[config.mk]
export PLATFORM = sky130hd
export DESIGN_NAME = scmp_bus_responder
export DESIGN_NICKNAME = d
export VERILOG_FILES = /design/src/rtl/scmp_bus_responder.sv
export SDC_FILE = /design/constraint.sdc
export NUM_CORES = 2
export LEC_CHECK = 0
export CORE_MARGIN = 1.5
export CORE_UTILIZATION = 30
export DETAILED_ROUTE_END_ITERATION = 7
export PLACE_DENSITY_LB_ADDON = 0.2
export REMOVE_ABC_BUFFERS = 1
export SETUP_SLACK_MARGIN = 0.5
export SLEW_MARGIN = 20
export SYNTH_ARGS = -nofsm -noshare
export SYNTH_HDL_FRONTEND = slang
export SYNTH_SLANG_ARGS = --single-unit
[constraint.sdc]
create_clock -name clk -period 3.6 [get_ports clk]
set_input_delay 0.54 -clock clk [delete_from_list [all_inputs] [get_ports clk]]
set_output_delay 0.54 -clock clk [all_outputs]
set_load 0.01 [all_outputs]
[src/rtl/scmp_bus_responder.sv]
// scmp_bus_responder: memory-side responder for an SC/MP-style external bus.
// Captures address and page nibble on NADS, then services one byte read or
// write to a local RAM. Each access is stretched by WAIT_STATES NHOLD cycles.
//
// state      | meaning
// -----------+----------------------------------------------------------
// S_IDLE     | no access in progress, waiting for NADS
// S_ARMED    | address latched, waiting for a read or write strobe
// S_RD_WAIT  | read accepted, counting wait states (NHOLD low while cnt!=0)
// S_WR_WAIT  | write accepted, counting wait states (NHOLD low while cnt!=0)
// S_RD_DRIVE | read data on db_out with db_oe high until NRDS is released
// S_WR_END   | write committed, waiting for NWDS to be released
module scmp_bus_responder #(
  parameter int         MEM_AW      = 8,
  parameter logic [3:0] PAGE        = 4'h0,
  parameter int         WAIT_STATES = 2
) (
  input  logic        clk,
  input  logic        rst_n,
  input  logic [11:0] addr,
  input  logic        nads,
  input  logic        nrds,
  input  logic        nwds,
  input  logic [7:0]  db_in,
  output logic [7:0]  db_out,
  output logic        db_oe,
  output logic        nhold,
  output logic        bus_err
);

  localparam logic [3:0] WS_LOAD = 4'(WAIT_STATES);

  typedef enum logic [2:0] {
    S_IDLE,
    S_ARMED,
    S_RD_WAIT,
    S_WR_WAIT,
    S_RD_DRIVE,
    S_WR_END
  } state_t;

  state_t      state_q, state_d;
  logic [3:0]  cnt_q, cnt_d;
  logic [11:0] addr_lat;
  logic        sel_q;
  logic        latch_en;
  logic        err_d;
  logic        mem_we;
  logic        rd_load;

  logic [7:0]        mem [2**MEM_AW];
  logic [MEM_AW-1:0] mem_idx;

  // Upper address bits alias within the page; they are latched but never decoded.
  logic unused_addr_bits;
  assign unused_addr_bits = ^addr_lat;

  assign mem_idx = addr_lat[MEM_AW-1:0];

  // Wait request follows the counter directly so it releases in the cycle cnt hits 0.
  assign nhold = !(((state_q == S_RD_WAIT) || (state_q == S_WR_WAIT)) && (cnt_q != 4'd0));

  // Next-state decode; NADS anywhere aborts the current access and relatches.
  always_comb begin
    state_d  = state_q;
    cnt_d    = cnt_q;
    latch_en = 1'b0;
    err_d    = 1'b0;
    mem_we   = 1'b0;
    rd_load  = 1'b0;
    if (!nads) begin
      latch_en = 1'b1;
      state_d  = S_ARMED;
    end else begin
      case (state_q)
        S_IDLE: begin
          state_d = S_IDLE;
        end
        S_ARMED: begin
          if (sel_q) begin
            if (!nrds && !nwds) begin
              err_d   = 1'b1;
              state_d = S_IDLE;
            end else if (!nrds) begin
              cnt_d   = WS_LOAD;
              state_d = S_RD_WAIT;
            end else if (!nwds) begin
              cnt_d   = WS_LOAD;
              state_d = S_WR_WAIT;
            end
          end
        end
        S_RD_WAIT: begin
          if (nrds) begin
            err_d   = 1'b1;
            state_d = S_IDLE;
          end else if (cnt_q == 4'd0) begin
            rd_load = 1'b1;
            state_d = S_RD_DRIVE;
          end else begin
            cnt_d = cnt_q - 4'd1;
          end
        end
        S_WR_WAIT: begin
          if (nwds) begin
            err_d   = 1'b1;
            state_d = S_IDLE;
          end else if (cnt_q == 4'd0) begin
            mem_we  = 1'b1;
            state_d = S_WR_END;
          end else begin
            cnt_d = cnt_q - 4'd1;
          end
        end
        S_RD_DRIVE: begin
          if (nrds) state_d = S_IDLE;
        end
        S_WR_END: begin
          if (nwds) state_d = S_IDLE;
        end
        default: begin
          state_d = S_IDLE;
        end
      endcase
    end
  end

  // State, counter, address latch and registered bus outputs.
  always_ff @(posedge clk or negedge rst_n) begin
    if (!rst_n) begin
      state_q  <= S_IDLE;
      cnt_q    <= 4'd0;
      addr_lat <= 12'h000;
      sel_q    <= 1'b0;
      db_out   <= 8'h00;
      db_oe    <= 1'b0;
      bus_err  <= 1'b0;
    end else begin
      state_q <= state_d;
      cnt_q   <= cnt_d;
      bus_err <= err_d;
      db_oe   <= (state_d == S_RD_DRIVE);
      if (latch_en) begin
        addr_lat <= addr;
        sel_q    <= (db_in[3:0] == PAGE);
      end
      if (rd_load) db_out <= mem[mem_idx];
    end
  end

  // RAM write port; contents survive reset.
  always_ff @(posedge clk) begin
    if (mem_we) mem[mem_idx] <= db_in;
  end

endmodule
**Word level (Yosys, flattened, before mapping)**

Memories as Yosys holds them, arrays and structs flattened. A register that Yosys moved wholly into a read port is not among the register bits.
Cells that the tools add are included.

- Register bits: 18
- RAM bits: 2048
- Output and inout port bits: 11
- Memories kept: 1

Memory list:

| memory | words | width | rd ports | clocked after memory_dff | write ports | RTL line | text |
|---|---|---|---|---|---|---|---|
| mem | 256 | 8 | 1 | 1 | 1 | 51 | `logic [7:0] mem [2**MEM_AW];` |

- Add/subtract/negate cells: 1
- Equality and inequality tests: 11
- Multiplexer cells: 35
- Reductions and logical operators: 12

Operators by type and width:

| cell | number |
|---|---|
| 3-bit 2-to-1 mux | 11 |
| 4-bit 2-to-1 mux | 7 |
| 3-bit case mux with 5 select lines | 1 |
| 1-bit 2-to-1 mux | 14 |
| 4-bit case mux with 3 select lines | 1 |
| 3-bit == test, second input constant | 3 |
| 4-bit zero test | 2 |
| 2-bit != test, second input constant | 4 |
| 7-bit AND reduction | 1 |
| 3-bit by 2-bit == test with 1-bit output, second input constant | 2 |
| 1-bit zero test | 4 |
| 4-bit nonzero test | 1 |
| 4-bit by 1-bit subtractor with 4-bit output, second input constant | 1 |
| 3-bit by 1-bit == test with 1-bit output, second input constant | 1 |
| 3-bit != test, second input constant | 1 |
| 1-bit case mux with 3 select lines | 1 |
| 3-bit nonzero test | 1 |
| 1-bit logical AND | 2 |
| 1-bit logical OR | 1 |

**Depth between registers and ports, before layout**

- Depth after elaboration: 7
- Gate-level depth with buffers: 13
- Gate-level depth less buffers: 9

**Least setup slack after synthesis**

OpenSTA, ideal clock, no wires.

- Path kind: register to register
- Start point: register cnt_q[0]
- End point: memory mem[180][0] (enable)
- Library setup time: 0.370 ns
- Arrival time: 2.515 ns
- Required time: 3.230 ns
- Setup slack: 0.714 ns
- Cell stages (with the launch flop): 10
- Cell sequence: dfrtp_1 inv_1 ha_1 nand2b_1 or2_1 or4_4 nor3b_2 nand3_1 clkbuf_1 nor2_1

- Cells in the longest elaborated chain, start to end: 7

RTL lines:

| item | RTL line | text |
|---|---|---|
| start: declaration | 43 | `logic [3:0] cnt_q, cnt_d;` |
| start signal: assignment | 140 | `cnt_q <= cnt_d;` |
| 4-bit zero test | 108 | `end else if (cnt_q == 4'd0) begin` |
| 1-bit 2-to-1 mux | 108 |  |
| 1-bit 2-to-1 mux | 105 | `if (nwds) begin` |
| 1-bit 2-to-1 mux | 75 | `case (state_q)` |
| 1-bit 2-to-1 mux | 71 | `if (!nads) begin` |
| 1-bit 2-to-1 mux | 153 | `if (mem_we) mem[mem_idx] <= db_in;` |
| 1-bit 2-to-1 mux (not written as such) | 153 |  |
| end: declaration | 51 |  |

No other way between the ends.

==> results.toml <==
[synthesis]
synth.distinct_cells = 71
synth_edf_count = 2048
synth_top_area_cell = "edfxtp_1"
synth-seq-area-share = 0.7661
yosys_register_bits = 2074
mappedNetlistArea_um2 = 81120
synth_most_common_cell = "edfxtp_1"
synth-main-ff-cell = "edfxtp_1"
syn_avg_cell_area_um2 = 21.05
async_flop_share = 0.01254
netlist.area_leader.share = 0.7581
synth_common_cells = "edfxtp_1, mux4_2, nor2_1"
syn-instance-count = 3853
synth_area_leaders = "edfxtp_1, mux4_2, mux2i_1"
yosysWarnings = 0

[worst_setup_path]
slowest_stage = "dfrtp_4"
cpPeakStageDelay_ns = 0.56
cp_common_cell = "buf_12"
path_cells = "buf_12 -> buf_12 -> mux4_2 -> mux2i_2 -> nor2_1 -> a311oi_1 -> o21ai_1 -> a221oi_1 -> buf_4 -> a31oi_1"
worst-path-buf-inv = 3
cp-end-kind = "flop"
crit_path_start = "addr_lat[1]$_DFFE_PN0N_"
cp_max_fo = 37
start_kind = "flop"
worstSetupPathType = "flop to flop"
rr_startpoint = "addr_lat[1]$_DFFE_PN0N_"
required_ns = 4.30
cp_data_arrival_time_ns = 3.78
crit_family = "compound AO/OA/AOI/OAI gates"

[die]
die_w_um = 523.0
rows = 190
fp.dieH_um = 523.0
num_io_pins = 36
dieArea_um2 = 273500
initial_core_util = 0.3022
coreArea_um2 = 268400

[clock_network]
insertion_delay_ns = 0.84
clkSinkCount = 2074
h-tree-depth = 4
clkTransAtPathRegs_ns = 0.06
clk_path_buf_depth = 3
cts_buffers = 212
cts_tree = "built"
cts_root_buffer = "clkbuf_16"

[cells_and_area]
final_cells = 8184
layout-drive-gt1-share = 0.3050
nets = 4485
nFillCells = 24750
area_growth_pct = 18.91

[global_routing]
overflow = 0
grt_max_degree = 127
grt_first_pass_wirelength_mm = 322.0
grt_use_total = 0.1650
antenna_found_initial = 3
grt_pass1_vias = 41430

[route]
wl_met1_mm = 104.7
drtIter0Drc = 4238
post_drt_wl_per_cell_um = 27.85
vias = 40750
drtAntennaViolNets = 0
vias_per_cell = 4.979
first_pass_iters = 8
dr_wl_met2_mm = 107.4
routed_wl_mm = 227.9
wl_met3_mm = 11.97
drc = 0
dr.max_layer_used = "met4"

[pwr]
p_total_w = 0.05246
power_density_nw_per_um2 = 543.9
max-vdd-ir-drop_uv = 506.1
p_leak_nw = 30.94

[sta]
skew_ns = 0.04073
finalCritPeriodShare = 0.8563
rsz0062_at_grt = "yes"
hold_viol_final = 0
finalSetupTns_ns = 0
min_period_ns = 3.083
relSlewSlack = 0.3308
fmax_ghz = 0.3244
final_max_slew_viol_count = 0
finalSetupViolCount = 0
tightest_slew_ns = 1.004

[placement]
dp.cells = 7762
placement.io_buffers = 31
dpl.hpwl_mm = 143.9
gp_congestion = 0.7912

[hold_path]
min-delay-start = "db_in[5]"
min_path_type = "primary input to flop"

[outcome]
outcome = "completed"

[flow_run]
cap_viol_max_count = 0
worst paths after layout:
path	to	slack [ns]	cells past startpoint
max	db_out[3]$_DFFE_PN0P_	0.52	10
min	mem[61][5]$_DFFE_PP_	0.17	1
max reg2reg	db_out[3]$_DFFE_PN0P_	0.52	10
min reg2reg	sel_q$_DFFE_PN0N_	0.52	2
max in group asynchronous	addr_lat[0]$_DFFE_PN0N_	2.65	2
min in group asynchronous	bus_err$_DFF_PN0_	0.32	2
cells in the final DEF, fill, tap and decap left out, types with 8 or more instances in the layout:
cell,n
nor2_1,293
clkbuf_1,53
clkinv_2,38
a21oi_1,49
buf_4,508
o21ai_1,15
nand2_1,78
nor3_1,17
a22oi_1,59
mux4_1,34
clkinv_1,47
buf_8,8
clkdlybuf4s50_1,21
mux2i_1,168
a31oi_1,21
clkbuf_16,224
dfrtp_1,20
o22ai_1,71
bufinv_16,10
mux2_2,24
a221oi_1,18
a311oi_1,10
a22o_1,16
buf_6,9
o211ai_1,8
nor2_2,14
o21ai_0,32
nand3_1,16
a211oi_1,12
nor2b_1,8
edfxtp_1,2048
mux4_2,418
buf_12,56
o221ai_1,18
o22a_1,14
cell type report:
class / count / area, um2 / share of cell area
sequential: 2074 / 62170 / 0.6445
timing repair buffer: 617 / 5719 / 0.05929
antenna: 2 / 5.005 / 0.00005188
tap: 3552 / 4444 / 0.04607
inverter: 10 / 40.04 / 0.0004151
multi-input combinational: 1543 / 17480 / 0.1812
clock buffer: 279 / 5787 / 0.05999
clock inverter: 107 / 818.3 / 0.008483
layer usage:
metal | GRT usage | vias up
met5 | 0 | -
met4 | 0.03108 | 0
met3 | 0.02590 | 241
met2 | 0.2618 | 1073
met1 | 0.2407 | 22080
li1 | - | 17350
sequential cells by signal, indices dropped and copies added (netlist names):
name,count
bus_err,1
db_out,8
addr_lat,8
db_oe,1
mem,2048
state_q,3
cnt_q,4
sel_q,1
repair_timing:
action,4_1_cts,5_1_grt
endpoints found under the hold margin,26,0
hold buffers,1,0
pin swaps,1,0
setup endpoints to repair,122,544
gates resized for setup,30,51
setup buffers,19,9
cloned,1,4
metrics by stage:
stage          hold WS, ns  setup slack (ns)    util  instance area [um2]
2_1_floorplan       0.2444            -14.90       -                79400
3_3_place_gp        0.5061            0.1464  0.3319                89090
3_5_place_dp        0.5099           0.09575  0.3319                89090
4_1_cts             0.1190            0.4953  0.3579                96050
5_1_grt             0.1391            0.4128  0.3594                96460
6_report            0.1705            0.5174  0.3594                96460
worst reg2reg max path: stages, from the launching register on:
cell,delay [ns]
dfrtp_4,0.56
buf_12,0.19
buf_12,0.26
mux4_2,0.42
mux2i_2,0.25
nor2_1,0.18
a311oi_1,0.29
o21ai_1,0.20
a221oi_1,0.32
buf_4,0.18
a31oi_1,0.08
report_power, final:
part	switching, W	total, W	internal (W)
Combinational	0.00285	0.00469	0.00184
Clock	0.00924	0.0212	0.0120
Sequential	0.0000406	0.0266	0.0265
logic make-up (layout without fill, tap and decap cells):
kind of cell | after synthesis | after routing | share of synthesized area
AOI/OAI and AO/OA | 378 | 378 | 0.03211
xor gates and xnor gates | 1 | 1 | 0.0001080
adders and majority gates | 2 | 2 | 0.0003084
buffers and inverters | 236 | 1013 | 0.02170
DFF | 2074 | 2074 | 0.7661
muxes | 647 | 647 | 0.1515
other | 0 | 2 | 0
and+or+nand+nor | 515 | 515 | 0.02810
(Power assumes the default switching activity.)
